===== src/rtl/addsub_rr_arbiter.sv =====
// Round-robin front end sharing one 8-bit add/sub datapath between two clients.
// One operation in flight: accept, calculate, then hold the response until taken.

module add_sub_8bit (
    input  logic [7:0] a,
    input  logic [7:0] b,
    input  logic       sub,
    output logic [7:0] sum
);

    // Subtraction as a + ~b + 1
    assign sum = a + (b ^ {8{sub}}) + {7'd0, sub};

endmodule

module addsub_rr_arbiter #(
    parameter int WIDTH = 8
) (
    input  logic             clk,
    input  logic             rst_n,
    input  logic             req0_valid,
    output logic             req0_ready,
    input  logic [WIDTH-1:0] req0_a,
    input  logic [WIDTH-1:0] req0_b,
    input  logic             req0_mode,
    input  logic             req1_valid,
    output logic             req1_ready,
    input  logic [WIDTH-1:0] req1_a,
    input  logic [WIDTH-1:0] req1_b,
    input  logic             req1_mode,
    output logic             rsp_valid,
    input  logic             rsp_ready,
    output logic             rsp_id,
    output logic [WIDTH-1:0] rsp_result,
    output logic             rsp_ovfl
);

    typedef enum logic [1:0] {
        IDLE,
        CALC,
        RESP
    } state_t;

    state_t state_q, state_d;

    logic [WIDTH-1:0] op_a, op_b;
    logic             op_mode;
    logic             op_id;
    logic             last_grant;

    logic             gnt0, gnt1;
    logic [WIDTH-1:0] sum;
    logic             ovfl;
    logic             sa, sb, ss;

    // On contention the requester that did not win last time goes next
    assign gnt0 = req0_valid && (!req1_valid || last_grant);
    assign gnt1 = req1_valid && (!req0_valid || !last_grant);

    assign req0_ready = (state_q == IDLE) && gnt0;
    assign req1_ready = (state_q == IDLE) && gnt1;

    add_sub_8bit u_addsub (
        .a   (op_a),
        .b   (op_b),
        .sub (op_mode),
        .sum (sum)
    );

    assign sa = op_a[WIDTH-1];
    assign sb = op_b[WIDTH-1];
    assign ss = sum[WIDTH-1];

    always_comb begin
        ovfl = 1'b0;
        if (op_mode) begin
            ovfl = (sa != sb) && (ss != sa);
        end else begin
            ovfl = (sa == sb) && (ss != sa);
        end
    end

    always_comb begin
        state_d = state_q;
        unique case (state_q)
            IDLE: begin
                if (gnt0 || gnt1) begin
                    state_d = CALC;
                end
            end
            CALC: begin
                state_d = RESP;
            end
            RESP: begin
                if (rsp_ready) begin
                    state_d = IDLE;
                end
            end
            default: begin
                state_d = IDLE;
            end
        endcase
    end

    always_ff @(posedge clk or negedge rst_n) begin
        if (!rst_n) begin
            state_q <= IDLE;
        end else begin
            state_q <= state_d;
        end
    end

    always_ff @(posedge clk or negedge rst_n) begin
        if (!rst_n) begin
            op_a       <= '0;
            op_b       <= '0;
            op_mode    <= 1'b0;
            op_id      <= 1'b0;
            last_grant <= 1'b1;
            rsp_valid  <= 1'b0;
            rsp_id     <= 1'b0;
            rsp_result <= '0;
            rsp_ovfl   <= 1'b0;
        end else begin
            unique case (state_q)
                IDLE: begin
                    if (gnt0) begin
                        op_a    <= req0_a;
                        op_b    <= req0_b;
                        op_mode <= req0_mode;
                        op_id   <= 1'b0;
                    end else if (gnt1) begin
                        op_a    <= req1_a;
                        op_b    <= req1_b;
                        op_mode <= req1_mode;
                        op_id   <= 1'b1;
                    end
                end
                CALC: begin
                    rsp_result <= sum;
                    rsp_ovfl   <= ovfl;
                    rsp_id     <= op_id;
                    rsp_valid  <= 1'b1;
                end
                RESP: begin
                    if (rsp_ready) begin
                        rsp_valid  <= 1'b0;
                        last_grant <= rsp_id;
                    end
                end
                default: begin
                    rsp_valid <= 1'b0;
                end
            endcase
        end
    end

endmodule


===== config.mk =====
export PLATFORM = sky130hd
export DESIGN_NAME = addsub_rr_arbiter
export DESIGN_NICKNAME = d
export VERILOG_FILES = /design/src/rtl/addsub_rr_arbiter.sv
export SDC_FILE = /design/constraint.sdc
export NUM_CORES = 1
export LEC_CHECK = 0
export CAP_MARGIN = 20
export CORE_UTILIZATION = 25
export CTS_CLUSTER_SIZE = 8
export DETAILED_ROUTE_END_ITERATION = 16
export MAX_ROUTING_LAYER = met4
export PLACE_DENSITY_LB_ADDON = 0.3
export REMOVE_ABC_BUFFERS = 1
export SETUP_SLACK_MARGIN = 0.15
export SYNTH_ARGS = -nofsm -noshare
export SYNTH_HDL_FRONTEND = slang
export SYNTH_SLANG_ARGS = --single-unit

===== constraint.sdc =====
create_clock -name clk -period 3.4 [get_ports clk]
set_input_delay 0.68 -clock clk [delete_from_list [all_inputs] [get_ports clk]]
set_output_delay 0.68 -clock clk [all_outputs]
set_load 0.02 [all_outputs]

==> impl_metrics.tcl, run 1 <==
set metrics [dict create \
    ys_seq_elements 32 \
    synth.distinct_cells 38 \
    die_h_um 85.2 \
    grt_max_degree 36 \
    hold_viol_final 0 \
    overflow 0 \
    final_area_sq_um 2410 \
    routabilityCongestion 0.749 \
    start_util 0.265 \
    setup_viol 0 \
    areaGrowthSynthToFinish_pct 39.3 \
    drt_iter0_drc 33 \
    clock_skew_ns 0.00680 \
    clk_pin_slew_ns 0.06 \
    synth-main-ff-cell "dfrtp_1" \
    grt_pass1_wl_mm 5.75 \
    power.density_nw_per_um2 1050 \
    cp.required_ns 2.72 \
    die_area_sq_um 7260 \
    fmax_mhz 320 \
    postPlaceCellArea_sq_um 2330 \
    max-clock-path-buffers 2 \
    crit_path_start_kind "input port" \
    cap_violations 0 \
    grt_pass1_vias 1250 \
    clock-sinks 32 \
    worst_ep_arrival_time_ns 2.45 \
    p_leak_uw 0.00104 \
    critPathMaxFanout 2 \
    total_power_uw 2520 \
    n_fill_cell 668 \
    yosysSeqAreaShare 0.463 \
    track_usage 0.106 \
    wl_met1_mm 1.64 \
    ant_nets 0 \
    tns_ns 0 \
    finalCritPeriodShare 0.920 \
    tightestPinTransition_ns 0.721 \
    synthArstFlopShare 1.00 \
    io_buffer_count 51 \
    highest_layer "met4" \
    via_per_inst 4.48 \
    syn_inst 171 \
    fin_util 0.369 \
    rsz0062_at_grt "no" \
    synth-edff-count 0 \
    clkLatencyLatePin_ns 0.28 \
    synth_area_sq_um 1730 \
    status "finished clean" \
    die_w_um 85.2 \
    core-area_sq_um 6530 \
    finalWorstSetupSlack_ns 0.273 \
    ir_drop_v 0.000295 \
    synth_area_per_cell_sq_um 10.1 \
    yosys.area.top_type "dfrtp_1" \
    finalCriticalPeriod_ns 3.13 \
    finalWirelength_mm 3.46 \
    drt_pre_antenna_iters 4 \
    cts_buffers 5 \
    crit_path_end_kind "primary output" \
    wl_met3_um 205 \
    antenna_found_initial 0 \
    worstHoldPathType "reg -> reg" \
    crit_type "in -> out" \
    wl_met2_mm 1.55 \
    relSlewSlack 0.519 \
    synth_area_leaders "dfrtp_1, mux2i_1, a21oi_1" \
    wl_per_cell_um 11.5 \
    antennaDiodeCount 0 \
    cts_tree "built" \
    postCtsSetupRepairBufs 0 \
    final_net_count 270 \
    layout-drive-gt1-share 0.0756 \
    h-tree-depth 2 \
    cts-root-buf "clkbuf_8" \
    slew_viol_final 0 \
    synth_top_area_frac 0.448 \
    yosysWarnings 0 \
    rows 29 \
    dpl.hpwl_mm 2.56 \
    io_pins 52 \
    vias 1354 \
    drc_errors 0 \
    dp_slack_ns 0.229 \
]
-- sequential cells by signal, indices dropped and copies added (netlist names) --
signal and flops:
last_grant 1, op_a 8, op_b 8, op_id 1
op_mode 1, rsp_id 1, rsp_ovfl 1, rsp_result 8
rsp_valid 1, state_q 2
-- final cells by class --
type | instances | area [sq um] | area share
inverter | 5 | 18.8 | 0.00778
timing repair buffer | 54 | 533 | 0.221
multi-input combinational | 126 | 880 | 0.365
tap | 77 | 96.3 | 0.0400
clock buffer | 7 | 76.3 | 0.0317
clock inverter | 1 | 5.00 | 0.00208
sequential | 32 | 802 | 0.333
-- synthesized netlist by cell type, types with 2 or more instances --
master and instances:
inv_1 5, clkbuf_1 5, xor2_1 9, nand2b_1 2, mux2i_1 17, ha_1 6, o21ai_1 5, dfrtp_1 31
o21ai_0 7, xnor2_1 4, buf_2 2, a21oi_1 19, nor2_1 19, o21a_1 4, nand2_1 11, nor3_1 3
-- per-stage QoR --
step | hold WS, ns | cells
5_1_grt | 0.497 | 302
2_1_floorplan | 0.384 | 163
4_1_cts | 0.491 | 302
3_5_place_dp | 0.475 | 294
6_report | 0.485 | 302
3_3_place_gp | 0.464 | 294
-- path summary, 6_finish.rpt --
kind,start,end,slack [ns],depth (start not counted)
max,req1_valid,req1_ready,0.27,4
min,rsp_result[7]$_DFFE_PN0P_,rsp_result[7]$_DFFE_PN0P_,0.49,2
max reg2reg,op_mode$_DFFE_PN0P_,rsp_ovfl$_DFFE_PN0P_,1.04,7
min reg2reg,rsp_result[7]$_DFFE_PN0P_,rsp_result[7]$_DFFE_PN0P_,0.49,2
max in group asynchronous,rst_n,last_grant$_DFFE_PN1P_,2.27,2
min in group asynchronous,rst_n,state_q[1]$_DFFE_PN0P_,0.80,2
-- critical path: stages --
cell and delay [ns]:
clkdlybuf4s50_1 0.48, inv_1 0.06, a2111oi_1 0.52, clkdlybuf4s50_1 0.70
-- where the power goes --
| group | internal, uW | total (uW) | switching, uW |
|---|---|---|---|
| clock network | 143 | 276 | 133 |
| logic | 719 | 1510 | 794 |
| registers | 581 | 733 | 153 |
| total | 1440 | 2520 | 1080 |
-- cells in the final DEF, fill, tap and decap left out, types with 2 or more instances in the layout --
master	netlist	routed
nand2_1	11	11
clkdlybuf4s50_1	0	51
ha_1	6	6
buf_4	0	3
o21ai_1	5	4
o21a_1	4	4
nand2b_1	2	2
nor3_1	3	2
dfrtp_1	31	31
mux2i_1	17	17
clkbuf_8	0	5
clkbuf_1	5	2
xnor2_1	4	4
nor2_1	19	19
xor2_1	9	9
inv_1	5	5
a21oi_1	19	19
o21ai_0	7	7
-- cell families (layout without fill, tap and decap cells) --
kind of cell	Yosys count	after routing	synth area share
multiplexers	19	19	0.113
adder cells (fa/ha/maj)	7	7	0.0550
buffers and inverters	13	67	0.0340
flip-flops	32	32	0.463
AO/OA/AOI/OAI	46	46	0.162
XOR/XNOR	13	13	0.0658
AND/OR/NAND/NOR	41	41	0.107
-- metal layers --
| metal | track usage | up-vias |
|---|---|---|
| met5 | - | - |
| met4 | 0.0462 | 0 |
| met3 | 0.0331 | 7 |
| met2 | 0.168 | 47 |
| met1 | 0.125 | 597 |
| li1 | - | 703 |
-- what timing repair did --
item / CTS / global route
gates resized for setup: 0 / 1
endpoints found under the setup margin: 0 / 1
hold buffers: 0 / 0
endpoints found under the hold margin: 0 / 0
No activity file was read; power rests on OpenSTA's default activity.
==> run 2, diff against run 1 <==
ABC_CLOCK_PERIOD_IN_PS = 3400   (was not set)
DONT_BUFFER_PORTS = 1   (was not set)
==> run 2 against run 1 <==
  * Cell area is 21% lower
  * Sequential power increased by 13%
  * Worst setup slack improved by 0.78 ns
  * Die area unchanged
  * Largest power group unchanged
  * Cell count down 17%
  * Highest routed layer unchanged
  * Register-to-register slack hardly changed
  * Sequential share of layout area is 8.7 points higher
==> impl_metrics.tcl, run 2 (synthesis gave the netlist of run 1 again) <==
set metrics [dict create \
    vias 1182 \
    worstHoldPathType "in -> async" \
    relSlewSlack 0.502 \
    finalWorstSetupSlack_ns 1.05 \
    total_power_uw 2400 \
    layout-drive-gt1-share 0.0977 \
    clock-sinks 32 \
    p_int_uw 1320 \
    crit_path_end_kind "flop" \
    p_clk_frac 0.125 \
    cts_buffers 5 \
    wl_per_cell_um 13.8 \
    postCtsSetupRepairBufs 0 \
    path_cells "xor2_1, ha_1, a21oi_1, o22ai_1, a2111oi_2, a31oi_1, a22oi_2" \
    finalCritPeriodShare 0.691 \
    critPathSlowestCell "dfrtp_1" \
    via_per_inst 4.71 \
    critPathMaxFanout 9 \
    clock_skew_ns 0.00482 \
    crit_type "reg -> reg" \
    max_stage_delay_ns 0.52 \
    r2r_setup_slack_ns 1.05 \
    max-clock-path-buffers 2 \
    r2r-end "rsp_ovfl$_DFFE_PN0P_" \
    cts-root-buf "clkbuf_8" \
    grt_pass1_vias 1151 \
    cts_hold_buf 0 \
    routabilityCongestion 0.841 \
    hold_viol_final 0 \
    layout_common_cells "dfrtp_1, a21oi_1, nor2_1, mux2i_1, nand2_1" \
    io_pins 52 \
    critPathBufInv 0 \
    ir_drop_v 0.000327 \
    power_switching_share 0.452 \
    drt_pre_antenna_iters 4 \
    clkLatencyLatePin_ns 0.28 \
    rows 29 \
    power.switching_uw 1090 \
    core-area_sq_um 6530 \
    die_h_um 85.2 \
    pwr-share-seq 0.346 \
    grt_max_degree 36 \
    p_leak_uw 0.000843 \
    top_regs "op_a: 8 flops, op_b: 8 flops, rsp_result: 8 flops" \
    worst_ep_arrival_time_ns 2.55 \
    dpl.hpwl_mm 2.54 \
    tns_ns 0 \
    fmax_mhz 425 \
    die_area_sq_um 7260 \
    final_net_count 219 \
    cts_resized 0 \
    h-tree-depth 2 \
    hold_slack_ns 0.0876 \
    cap_violations 0 \
    status "finished clean" \
    power.density_nw_per_um2 1260 \
    grt_pass1_wl_mm 5.85 \
    crit_path_start_kind "flop" \
    path_delay_family "compound AO/OA/AOI/OAI gates" \
    rr_worst_depth 7 \
    drt_iter0_drc 48 \
    dp_slack_ns 1.07 \
    track_usage 0.110 \
    areaGrowthSynthToFinish_pct 10.3 \
    final_common_cell "dfrtp_1" \
    finalCriticalPeriod_ns 2.35 \
    antenna_found_initial 0 \
    setup_viol 0 \
    rsz0062_at_grt "no" \
    start_util 0.265 \
    clk_pin_slew_ns 0.07 \
    cts_tree "built" \
    r2r-start "op_mode$_DFFE_PN0P_" \
    cp.required_ns 3.60 \
    io_buffer_count 0 \
    finalWirelength_mm 3.46 \
    ant_nets 0 \
    die_w_um 85.2 \
    pwr-share-comb 0.530 \
    overflow 0 \
    slew_viol_final 0 \
    antennaDiodeCount 0 \
    tightestPinTransition_ns 0.741 \
    drc_errors 0 \
]
-- run 2: cell type report --
cell class | count | area (sq um)
Clock buffer | 8 | 90.1
Tap cell | 77 | 96.3
Multi-Input combinational cell | 126 | 880
Fill cell | 719 | 4620
Inverter | 5 | 18.8
Timing Repair Buffer | 3 | 22.5
Sequential cell | 32 | 802
-- run 2: worst max path at each step --
| stage | from | endpoint | slack (ns) | depth (start not counted) |
|---|---|---|---|---|
| after floorplan | req1_valid | req0_ready | 0.50 | 3 |
| after global placement | op_mode$_DFFE_PN0P_ | rsp_ovfl$_DFFE_PN0P_ | 1.16 | 7 |
| after detailed placement | op_mode$_DFFE_PN0P_ | rsp_ovfl$_DFFE_PN0P_ | 1.07 | 7 |
| after CTS | op_mode$_DFFE_PN0P_ | rsp_ovfl$_DFFE_PN0P_ | 1.04 | 7 |
| after global routing | op_mode$_DFFE_PN0P_ | rsp_ovfl$_DFFE_PN0P_ | 0.85 | 7 |
| final | op_mode$_DFFE_PN0P_ | rsp_ovfl$_DFFE_PN0P_ | 1.05 | 7 |
-- run 2: power groups by stage --
stage | clock [uW] | sequential [uW] | combinational, uW
2_1_floorplan | 0 | 789 | 1060
3_3_place_gp | 0 | 843 | 1270
3_5_place_dp | 0 | 846 | 1280
4_1_cts | 312 | 839 | 1290
5_1_grt | 328 | 867 | 1470
6_report | 299 | 830 | 1270
-- run 2: worst register-to-register path, cell delays in order (launching register included) --
cell and delay (ns):
dfrtp_1 0.52, xor2_1 0.22, ha_1 0.36, a21oi_1 0.24, o22ai_1 0.13, a2111oi_2 0.49
a31oi_1 0.17, a22oi_2 0.14
-- run 2: metal layers --
| metal | track usage | part of all wire | vias to the layer above |
|---|---|---|---|
| met3 | 0.0350 | 0.065 | 7 |
| met1 | 0.148 | 0.47 | 533 |
| met2 | 0.155 | 0.45 | 40 |
| li1 | - | - | 602 |
| met5 | - | 0 | - |
| met4 | 0.0370 | 0.014 | 0 |
-- run 2: through the flow --
step	std cells	area (sq um)	util
after floorplan	163	1690	-
after global placement	243	1820	0.279
after detailed placement	243	1820	0.279
after CTS	251	1910	0.292
after global routing	251	1910	0.292
final	251	1910	0.292
==> run 3, diff against run 2 <==
ABC_CLOCK_PERIOD_IN_PS = 2000   (was 3400)
clock period = 2 ns   (was 3.4 ns; I/O delays follow)
==> run 3 against run 2 <==
  * The flow now finishes with violations (setup timing)
  * Count of clock-buffer cells in the layout fell by 2
  * Global-route usage down 0.059 points
  * Clock power up 100%
  * Cell area grew 16%
  * Maximum frequency is 10% higher
  * Worst setup slack got worse by 1.2 ns
  * First-iteration DRC count decreased by 21%
  * Hold slack improved by 0.13 ns
==> impl_metrics.tcl, run 3 (synthesis gave the netlist of run 1 again) <==
set metrics [dict create \
    io_pins 52 \
    io_buffer_count 0 \
    cts_buffers 5 \
    crit_path_start_kind "flop" \
    layout_common_cells "dfrtp_1, nor2_1, buf_4, mux2i_1, a21oi_1" \
    final_cells 274 \
    h-tree-depth 2 \
    hold_viol_final 0 \
    drt_pre_antenna_iters 4 \
    crit_type "reg -> reg" \
    layout-drive-gt1-share 0.279 \
    dp.cells 258 \
    clkLatencyLatePin_ns 0.28 \
    cts-root-buf "clkbuf_8" \
    setup_viol 4 \
    core-area_sq_um 6530 \
    violations "setup timing" \
    grt_pass1_vias 1154 \
    die_h_um 85.2 \
    drt_iter0_drc 38 \
    top_regs "op_a: 8 flops, op_b: 8 flops, rsp_result: 8 flops" \
    max_stage_delay_ns 0.44 \
    finalCritPeriodShare 1.07 \
    cap_violations 0 \
    cp.required_ns 2.19 \
    p_int_uw 3140 \
    routabilityCongestion 0.748 \
    final_common_cell "dfrtp_1" \
    power_switching_share 0.414 \
    status "complete, but fails checks" \
    worst_ep_arrival_time_ns 2.33 \
    clock_skew_ns 0.00580 \
    total_power_uw 5360 \
    path_cells "buf_6, xor2_1, ha_1, nand2_2, nor4_4, a2111oi_4, or3_1, a22oi_2" \
    r2r_setup_slack_ns -0.13 \
    drc_errors 0 \
    cts_tree "built" \
    worstHoldPathType "in -> reg" \
    antennaDiodeCount 0 \
    rsz0062_at_grt "yes" \
    clk_pin_slew_ns 0.07 \
    power.density_nw_per_um2 2410 \
    via_per_inst 4.63 \
    dpl.hpwl_mm 2.62 \
    wl_per_cell_um 13.4 \
    die_w_um 85.2 \
    fin_util 0.340 \
    hold_slack_ns 0.219 \
    relSlewSlack 0.512 \
    grt_max_degree 36 \
    ant_nets 0 \
    pwr-share-seq 0.264 \
    finalWorstSetupSlack_ns -0.133 \
    finalWirelength_mm 3.67 \
    power.switching_uw 2220 \
    grt_pass1_wl_mm 5.77 \
    pwr-share-comb 0.624 \
    tightestPinTransition_ns 0.732 \
    final_net_count 242 \
    finalCriticalPeriod_ns 2.13 \
    vias 1268 \
    die_area_sq_um 7260 \
    tns_ns -0.350 \
    ir_drop_v 0.000706 \
    antenna_found_initial 0 \
    fmax_mhz 469 \
    max-clock-path-buffers 2 \
    track_usage 0.109 \
    slew_viol_final 0 \
    crit_path_end_kind "flop" \
    p_clk_frac 0.112 \
    critPathMaxFanout 4 \
    start_util 0.265 \
    critPathSlowestCell "dfrtp_2" \
    p_leak_uw 0.000995 \
    rows 29 \
    areaGrowthSynthToFinish_pct 28.4 \
    clock-sinks 32 \
    overflow 0 \
    n_fill_cell 679 \
]
[run 3: stage by stage]
step                instance area, sq um  setup slack [ns]
detailed placement                  1930            -0.193
CTS                                 2170            -0.161
finish                              2220            -0.133
global placement                    1930            -0.126
floorplan                           1690            -0.568
global route                        2220            -0.239
[run 3: metal layers]
metal  vias up  GRT usage  part of all wire
met1       580      0.142              0.48
met4         0     0.0370             0.010
met5         -          -                 0
met3         5     0.0350             0.062
li1        646          -                 -
met2        37      0.161              0.45
[run 3: critical path: cells and delay by family, from the launching register on]
family / cells / cell delay (ns)
AND/OR/NAND/NOR: 3 / 0.79
XOR/XNOR: 1 / 0.15
flip-flops: 1 / 0.44
AO/OA/AOI/OAI: 2 / 0.20
adder cells (fa/ha/maj): 1 / 0.33
buffers and inverters: 1 / 0.14
[run 3: timing repair]
action                                 4_1_cts  5_1_grt
setup buffers                                3        3
hold buffers                                 2        0
resized for setup                           16        7
pin swaps                                   12        8
setup endpoints to repair                    5        6
endpoints found under the hold margin       32        0
[run 3: layout make-up]
cell class / instances / area [sq um] / share of cell area
Multi-Input combinational cell: 126 / 967 / 0.435
Timing Repair Buffer: 26 / 229 / 0.103
Clock buffer: 6 / 72.6 / 0.0327
Sequential cell: 32 / 803 / 0.361
Inverter: 5 / 18.8 / 0.00845
Clock inverter: 2 / 35.0 / 0.0158
Tap cell: 77 / 96.3 / 0.0434
[run 3: final timing paths]
path / start / to / cells past startpoint
setup / recovery: op_mode$_DFFE_PN0P_ / rsp_ovfl$_DFFE_PN0P_ / 8
hold / removal: rsp_ready / state_q[1]$_DFFE_PN0P_ / 1
setup reg to reg: op_mode$_DFFE_PN0P_ / rsp_ovfl$_DFFE_PN0P_ / 8
hold reg to reg: op_id$_DFFE_PN0P_ / op_id$_DFFE_PN0P_ / 2
max in group asynchronous: rst_n / last_grant$_DFFE_PN1P_ / 2
min in group asynchronous: rst_n / state_q[1]$_DFFE_PN0P_ / 2
[run 3: power by group through the flow]
| stage | clock [uW] | sequential (uW) | combinational, uW |
|---|---|---|---|
| 6_report | 600 | 1410 | 3350 |
| 5_1_grt | 654 | 1460 | 3710 |
| 4_1_cts | 624 | 1420 | 3090 |
| 3_5_place_dp | 0 | 1420 | 2630 |
| 3_3_place_gp | 0 | 1410 | 2590 |
| 2_1_floorplan | 0 | 1340 | 1810 |
